$ cat src/rtl/red_pkg.sv
// Shared types and helpers for the RED byte-reduction sequencer.
// The optional RED_FLUSH_EN build adds an abort input to red_seq_ctrl.
package red_pkg;

    typedef enum logic [2:0] {
        IDLE  = 3'd0,
        SUM_A = 3'd1,
        SUM_B = 3'd2,
        SUM_F = 3'd3,
        DONE  = 3'd4
    } red_state_t;

    localparam int RED_BYTE_W = 8;
    localparam int RED_SUM_W  = 10;

    function automatic logic signed [RED_SUM_W-1:0] sext_byte(input logic signed [RED_BYTE_W-1:0] v);
        return {{(RED_SUM_W-RED_BYTE_W){v[RED_BYTE_W-1]}}, v};
    endfunction

endpackage

$ cat src/rtl/CLA_adder_4.sv
// 4-bit carry-lookahead slice used as a building block of the shared RED adder.
module CLA_adder_4 (
    input  logic [3:0] a_i,
    input  logic [3:0] b_i,
    input  logic       c_i,
    output logic [3:0] s_o,
    output logic       c_o
);

    logic [3:0] g;
    logic [3:0] p;
    logic [4:0] c;

    assign g = a_i & b_i;
    assign p = a_i ^ b_i;

    assign c[0] = c_i;
    assign c[1] = g[0] | (p[0] & c[0]);
    assign c[2] = g[1] | (p[1] & g[0]) | (p[1] & p[0] & c[0]);
    assign c[3] = g[2] | (p[2] & g[1]) | (p[2] & p[1] & g[0]) | (p[2] & p[1] & p[0] & c[0]);
    assign c[4] = g[3] | (p[3] & g[2]) | (p[3] & p[2] & g[1]) | (p[3] & p[2] & p[1] & g[0])
                | (p[3] & p[2] & p[1] & p[0] & c[0]);

    assign s_o = p ^ c[3:0];
    assign c_o = c[4];

endmodule

$ cat src/rtl/red_add10.sv
// Shared 10-bit two's-complement adder of the RED sequencer; the sequencer state
// picks which operand pair is summed this cycle. Carry out of bit 9 is dropped.
module red_add10
    import red_pkg::*;
(
    input  red_state_t       state_i,
    input  logic [15:0]      a_i,
    input  logic [15:0]      b_i,
    input  logic [9:0]       acc_a_i,
    input  logic [9:0]       acc_b_i,
    output logic [9:0]       sum_o
);

    logic [9:0] x;
    logic [9:0] y;
    logic       c4;
    logic       c8;
    logic       c8_unused;

    always_comb begin
        x = acc_a_i;
        y = acc_b_i;
        case (state_i)
            SUM_A: begin
                x = sext_byte(a_i[7:0]);
                y = sext_byte(a_i[15:8]);
            end
            SUM_B: begin
                x = sext_byte(b_i[7:0]);
                y = sext_byte(b_i[15:8]);
            end
            default: ;
        endcase
    end

    CLA_adder_4 u_cla_lo (
        .a_i (x[3:0]),
        .b_i (y[3:0]),
        .c_i (1'b0),
        .s_o (sum_o[3:0]),
        .c_o (c4)
    );

    CLA_adder_4 u_cla_mid (
        .a_i (x[7:4]),
        .b_i (y[7:4]),
        .c_i (c4),
        .s_o (sum_o[7:4]),
        .c_o (c8)
    );

    // Top 2-bit slice: wrap-around is intended, the 4-byte sum always fits in 10 bits.
    assign {c8_unused, sum_o[9:8]} = {1'b0, x[9:8]} + {1'b0, y[9:8]} + {2'b00, c8};

endmodule

$ cat src/rtl/red_seq_ctrl.sv
// Multi-cycle RED sequencer: sums four signed bytes of a/b through one shared adder.
// Define RED_FLUSH_EN to add the flush abort input.
module red_seq_ctrl
    import red_pkg::*;
#(
    parameter int BYTE_W = 8,
    parameter int SUM_W  = 10,
    parameter int OUT_W  = 16
) (
    input  logic                clk,
    input  logic                rst_n,
    input  logic                in_valid,
    output logic                in_ready,
    input  logic [2*BYTE_W-1:0] a,
    input  logic [2*BYTE_W-1:0] b,
    output logic                out_valid,
    input  logic                out_ready,
    output logic [OUT_W-1:0]    result,
    output logic                busy
`ifdef RED_FLUSH_EN
    ,
    input  logic                flush
`endif
);

    generate
        if (BYTE_W != RED_BYTE_W || SUM_W != RED_SUM_W || OUT_W < SUM_W) begin : g_param_chk
            $error("red_seq_ctrl: only BYTE_W=8, SUM_W=10, OUT_W>=10 are supported");
        end
    endgenerate

    function automatic logic [OUT_W-1:0] sext_out(input logic signed [SUM_W-1:0] v);
        return OUT_W'(v);
    endfunction

    red_state_t              state_q;
    red_state_t              state_d;
    logic [2*BYTE_W-1:0]     a_q;
    logic [2*BYTE_W-1:0]     b_q;
    logic signed [SUM_W-1:0] acc_a_q;
    logic signed [SUM_W-1:0] acc_b_q;
    logic [OUT_W-1:0]        result_q;
    logic signed [SUM_W-1:0] sum;
    logic                    flush_w;
    logic                    accept;

`ifdef RED_FLUSH_EN
    assign flush_w = flush;
`else
    assign flush_w = 1'b0;
`endif

    assign in_ready  = (state_q == IDLE);
    assign busy      = (state_q != IDLE);
    assign out_valid = (state_q == DONE);
    assign result    = result_q;
    assign accept    = in_valid & in_ready & ~flush_w;

    red_add10 u_add (
        .state_i (state_q),
        .a_i     (a_q),
        .b_i     (b_q),
        .acc_a_i (acc_a_q),
        .acc_b_i (acc_b_q),
        .sum_o   (sum)
    );

    always_comb begin
        state_d = state_q;
        case (state_q)
            IDLE:    if (accept) state_d = SUM_A;
            SUM_A:   state_d = SUM_B;
            SUM_B:   state_d = SUM_F;
            SUM_F:   state_d = DONE;
            DONE:    if (out_ready) state_d = IDLE;
            default: state_d = IDLE;
        endcase
        if (flush_w) begin
            state_d = IDLE;
        end
    end

    // One adder result is captured per compute state; flush suppresses every capture.
    always_ff @(posedge clk or negedge rst_n) begin
        if (!rst_n) begin
            state_q  <= IDLE;
            a_q      <= '0;
            b_q      <= '0;
            acc_a_q  <= '0;
            acc_b_q  <= '0;
            result_q <= '0;
        end else begin
            state_q <= state_d;
            if (accept) begin
                a_q <= a;
                b_q <= b;
            end
            if (state_q == SUM_A && !flush_w) begin
                acc_a_q <= sum;
            end
            if (state_q == SUM_B && !flush_w) begin
                acc_b_q <= sum;
            end
            if (state_q == SUM_F && !flush_w) begin
                result_q <= sext_out(sum);
            end
        end
    end

endmodule

$ cat config.mk
export PLATFORM = sky130hd
export DESIGN_NAME = red_seq_ctrl
export DESIGN_NICKNAME = d
export VERILOG_FILES = /design/src/rtl/red_pkg.sv /design/src/rtl/CLA_adder_4.sv /design/src/rtl/red_add10.sv /design/src/rtl/red_seq_ctrl.sv
export SDC_FILE = /design/constraint.sdc
export NUM_CORES = 1
export LEC_CHECK = 0
export BUFFER_PORTS_ARGS = -buffer_cell sky130_fd_sc_hd__buf_2
export CAP_MARGIN = 20
export CORE_MARGIN = 2
export CORE_UTILIZATION = 45
export CTS_CLUSTER_DIAMETER = 200
export DETAILED_ROUTE_END_ITERATION = 16
export GPL_TIMING_DRIVEN = 1
export PLACE_DENSITY = 0.71
export SLEW_MARGIN = 0
export SYNTH_ARGS = -nofsm -noshare
export SYNTH_HDL_FRONTEND = slang
export SYNTH_SLANG_ARGS = --single-unit
$ cat constraint.sdc
create_clock -name clk -period 4.73 [get_ports clk]
set_input_delay 0 -clock clk [delete_from_list [all_inputs] [get_ports clk]]
set_output_delay 0 -clock clk [all_outputs]
set_load 0.01 [all_outputs]
# Word-level counts from Yosys, hierarchy flattened
# Index checks and enable logic that the tools add are counted.
# word_totals
ramBits	0
latchBits	0
output_inout_bits	19
rom_bits	0
word_cells	70
n_memories	0
ff_bits	65
# op_classes
muxes	5
eq_ne	6
n_shift	0
n_div	0
bitwise	48
magnitude_cmp	0
add_sub_neg	2
n_reduce_logical	3
mul	0
# op_table
op	count
case mux 10 bit (2 select lines)	2
AND 1 bit	26
bitwise OR 1 bit	16
bitwise XOR 4 bit	4
case mux 3 bit (5 select lines)	1
AND 4 bit	2
== test 3 x 2 -> 1 bit (second input constant)	2
two-way mux 3 bit	2
inequality test 2 x 1 -> 1 bit (second input constant)	2
== test 3 x 1 -> 1 bit (second input constant)	1
== test 3 bit (second input constant)	1
zero test 3 bit	1
nonzero test 3 bit	1
adder 2 x 1 -> 2 bit	1
adder 2 bit	1
AND reduction 2 bit	1

# Logic depth before layout (Yosys ltp)
# logic_depth
depth_word	10
mapped_depth	17
ltp_nobuf	15

# By module
# Synthesis repeated with hierarchy kept, for this count alone.
# hier_totals
hier_cells	258
hier_area_um2	3274.4
# by_module_without_submodules
mod	n_inst	cells_per_inst	area_each_um2	seq_area_each_um2
red_seq_ctrl	1	155	2534.9	1626.6
red_add10	1	69	444.2	0.0
CLA_adder_4	2	17	147.6	0.0

# Least setup slack after synthesis
# No wires, ideal clock.
# synth_path
path_kind	register to register
from	reg state_q[2]
to	reg acc_a_q[9]
arrival_ps	3618
path_buffers	4
setup_slack_ps	980
synth_period_minus_slack_ps	3750
t_required_ps	4599
path_stages_with_launch	17
path_cell_list	dfrtp_1 -> buf_2 -> nor3b_1 -> clkbuf_1 -> clkbuf_1 -> a22oi_1 -> nand2_1 -> ha_1 -> a21o_1 -> or2_2 -> nand4_1 -> nand2_1 -> fa_1 -> clkbuf_1 -> a41oi_1 -> o41ai_1 -> or3_1
# synth_via
elab_chain_len	10
# synth_rtl
item	line	text
start, declared	red_seq_ctrl.sv:36	red_state_t state_q;
start signal, assigned	red_seq_ctrl.sv:93	state_q <= state_d;
== test 3 x 2 -> 1 bit / == test 3 x 1 -> 1 bit (equally long branches)	red_add10.sv:23, red_seq_ctrl.sv:98	
case mux 10 bit (2 select lines)	red_add10.sv:23	case (state_i)
bitwise XOR 4 bit / AND 4 bit (equally long branches)	CLA_adder_4.sv:15, CLA_adder_4.sv:14	
AND 1 bit (on tied branches)	n/a	
bitwise OR 1 bit (tied with other cells)	CLA_adder_4.sv:21	assign c[4] = g[3] | (p[3] & g[2]) | (p[3] & p[2] & g[1]) | (p[3] & p[2] & p[1] & g[0])
bitwise OR 1 bit / AND 1 bit (equally long branches)	CLA_adder_4.sv:21	
bitwise OR 1 bit	CLA_adder_4.sv:21	
AND 1 bit	CLA_adder_4.sv:22	| (p[3] & p[2] & p[1] & p[0] & c[0]);
bitwise OR 1 bit	CLA_adder_4.sv:22	
adder 2 x 1 -> 2 bit	red_add10.sv:53	assign {c8_unused, sum_o[9:8]} = {1'b0, x[9:8]} + {1'b0, y[9:8]} + {2'b00, c8};
end signal, assigned	red_seq_ctrl.sv:99	acc_a_q <= sum;
end, declared	red_seq_ctrl.sv:40	logic signed [SUM_W-1:0] acc_a_q;
# Several ways; a longest one is shown, not always the timed one.
# A chain may end at the register's enable or synchronous reset.

# Worst setup path in the final report
# Same ends and word-level chain as after synthesis.

==> run summary <==
Slew HR - 45.8%
# H-tree levels - 3
sequential area share after synthesis - 48.7%
pre-CTS worst setup slack - 741 ps
fin crit share - 84.7%
starting density of the core - 46.3%
Tightest Hold Check Type - in -> async
setup ws final - 723 ps
flops & latches, synth - 65
Chip Width - 90.1 µm
CP Capture Type - flip-flop
Tightest Pin Transition - 813 ps
CP dominant cell by count - nand2_1
pin count of the biggest net entering global routing - 66
postcts setup bufs - 0
crit path DAT - 4220 ps
num rows - 31
CP delay by family, top - simple AND/OR/NAND/NOR gates
most frequent cells in the layout - nand2_1 (71), dfrtp_1 (65), buf_2 (54), dlygate4sd3_1 (35), mux2_2 (30)
I/O pins - 55
GP Congestion - 0.856
syn avg cell area - 10.5 µm²
Synth Flop Type - dfrtp_1
Post-Route WL - 7.11 mm
Reg clk slew, reported paths - 70 ps
Tot GR Track Use - 19.2%
DRT Pass-1 Iters - 5
CP max FO - 22
Nets - 446
antenna fix cells - 0
CP max stage delay - 550 ps
fin crit period - 4010 ps
Core Area - 7210 µm²
Startpoint Class - flip-flop
post-synth cell types - 48
commonest non-fill, non-tap cell in the layout - nand2_1
DRC - 0
Achievable Freq - 250 MHz
WHS - 352 ps
Setup TNS - 0 ps
CTS Root Buffer Type - clkbuf_8
Area Growth Syn to Fin - 25.5%
vias in the first global route - 2,622
critical-path cell list - nor3b_2, buf_4, nor2_1, buf_4, nand2_1, nand2_1, ha_1, a21o_1, a21oi_1, o21ai_1, nand4_1, nand2_1, fa_1, a41oi_1, o41ai_1, or3_1
first-pass GRT wire length - 12.5 mm
slowest CP cell - dfrtp_1
worst-skew pair later-pin latency - 340 ps
Routed Antenna Nets - 0
Setup Skew - 7.64 ps
clock sinks - 65
FILL cells - 621
Fin. Hold Viols - 0
clk buf depth - 2
Die ar. - 8120 µm²
CP Data Required Time - 4940 ps
total grt overflow - 0
TritonCTS clock tree - done
count of input and output buffers - 54
DP HPWL - 4.63 mm
share of layout cells above drive strength 1 - 28.0%
Slew Viols, Final - 0
area of the multi-input gates - 1560 µm²
WL per Instance - 14.1 µm
# setup viols final - 0
Syn Std Cell Area - 3340 µm²
EDFF count, synth - 0
Buf+Inv Stages, Crit Path - 2
Mapped Nets - 366
Worst Setup Path Type - reg -> reg
final core utilization - 58.0%
Die Span Y - 90.1 µm
Max Cap Viol - 0
via/cell ratio - 5.07
Mapped Cells - 319
TritonCTS buffer count - 9
Reg area - 1630 µm²
initial antenna violation count - 0
RSZ-0062 raised after global routing - false
Yosys warnings - 0
DR vias - 2,550
Detailed Route Iter0 Violations - 115
Synth async-reset ratio - 100%
outcome - finished, final reports clean
## cells in the mapped netlist (3+ instances only)
library cell	instances	share of area, %
a22oi_1	12	2.7
a21o_1	3	0.67
clkbuf_1	12	1.3
ha_1	8	3.0
buf_2	5	0.75
fa_1	3	1.8
nor3_1	3	0.45
o31ai_1	3	0.67
o21ai_0	11	1.6
buf_4	6	1.3
inv_1	6	0.67
or3_1	4	0.75
nor3b_1	5	1.1
a21oi_1	4	0.60
mux2_2	30	10
and2_1	5	0.94
a221oi_1	4	1.0
dfrtp_1	65	49
mux2i_1	3	0.90
nand2_1	71	8.0
nor2_1	17	1.9
nand2b_1	3	0.56
## kinds of logic (layout without fill, tap and decap cells)
| kind of cell | after synthesis | count (layout) | share of synthesized area, % |
|---|---|---|---|
| and+or+nand+nor | 123 | 123 | 17.3 |
| adders and majority gates | 11 | 11 | 4.80 |
| buffers and inverters | 31 | 116 | 4.57 |
| muxes | 35 | 35 | 11.7 |
| AOI/OAI and AO/OA | 51 | 51 | 12.1 |
| xor gates and xnor gates | 3 | 3 | 0.788 |
| DFF | 65 | 65 | 48.7 |
## final cells by class
| cell class | instances | share of cell area [%] |
|---|---|---|
| tap | 99 | 2.96 |
| clock buffer | 9 | 2.96 |
| timing repair buffer | 94 | 15.7 |
| clock inverter | 7 | 1.67 |
| multi-input combinational | 223 | 37.3 |
| inverter | 6 | 0.538 |
| sequential | 65 | 38.8 |
## stage by stage
stage / area [µm²] / std cells
global route: 4190 / 503
CTS: 4190 / 503
detailed placement: 3640 / 452
floorplan: 3340 / 319
global placement: 3640 / 452
finish: 4190 / 503
## path summary, 6_finish.rpt
path | from | end | slack (ps) | cells after the start
worst max register to register | state_q[2]$_DFFE_PN0P_ | acc_a_q[9]$_DFFE_PN0N_ | 720 | 16
min in group clk | b[5] | b_q[5]$_DFFE_PN0P_ | 400 | 3
worst max-delay path | state_q[2]$_DFFE_PN0P_ | acc_a_q[9]$_DFFE_PN0N_ | 720 | 16
worst min register to register | result[1]$_DFFE_PN0P_ | result[1]$_DFFE_PN0P_ | 470 | 2
worst min-delay path | rst_n | b_q[7]$_DFFE_PN0P_ | 350 | 3
max in group asynchronous | rst_n | acc_a_q[9]$_DFFE_PN0N_ | 3820 | 3
## flip-flops by register name (all words and copies together), names as in the netlist
| register | count |
|---|---|
| a_q | 16 |
| acc_a_q | 10 |
| acc_b_q | 10 |
| b_q | 16 |
| result | 10 |
| state_q | 3 |
## worst min-delay path, delay by kind of cell
kind / cells / cell delay (ps)
buffers and inverters: 3 / 1210
## per-layer routing
metal	up-vias	track usage, %	share of wire, %
li1	1273	-	-
met5	-	0	0
met1	1202	26.2	48
met4	0	6.79	2.2
met2	61	29.5	46
met3	14	5.53	4.0
## what timing repair did
action	in CTS	in global routing
endpoints found under the hold margin	99	0
hold buffers	35	0
resized for setup	0	0
setup endpoints to repair	0	0
Power is not shown: default switching activity piles up to over one toggle a cycle in this logic, so the estimate is an artifact.
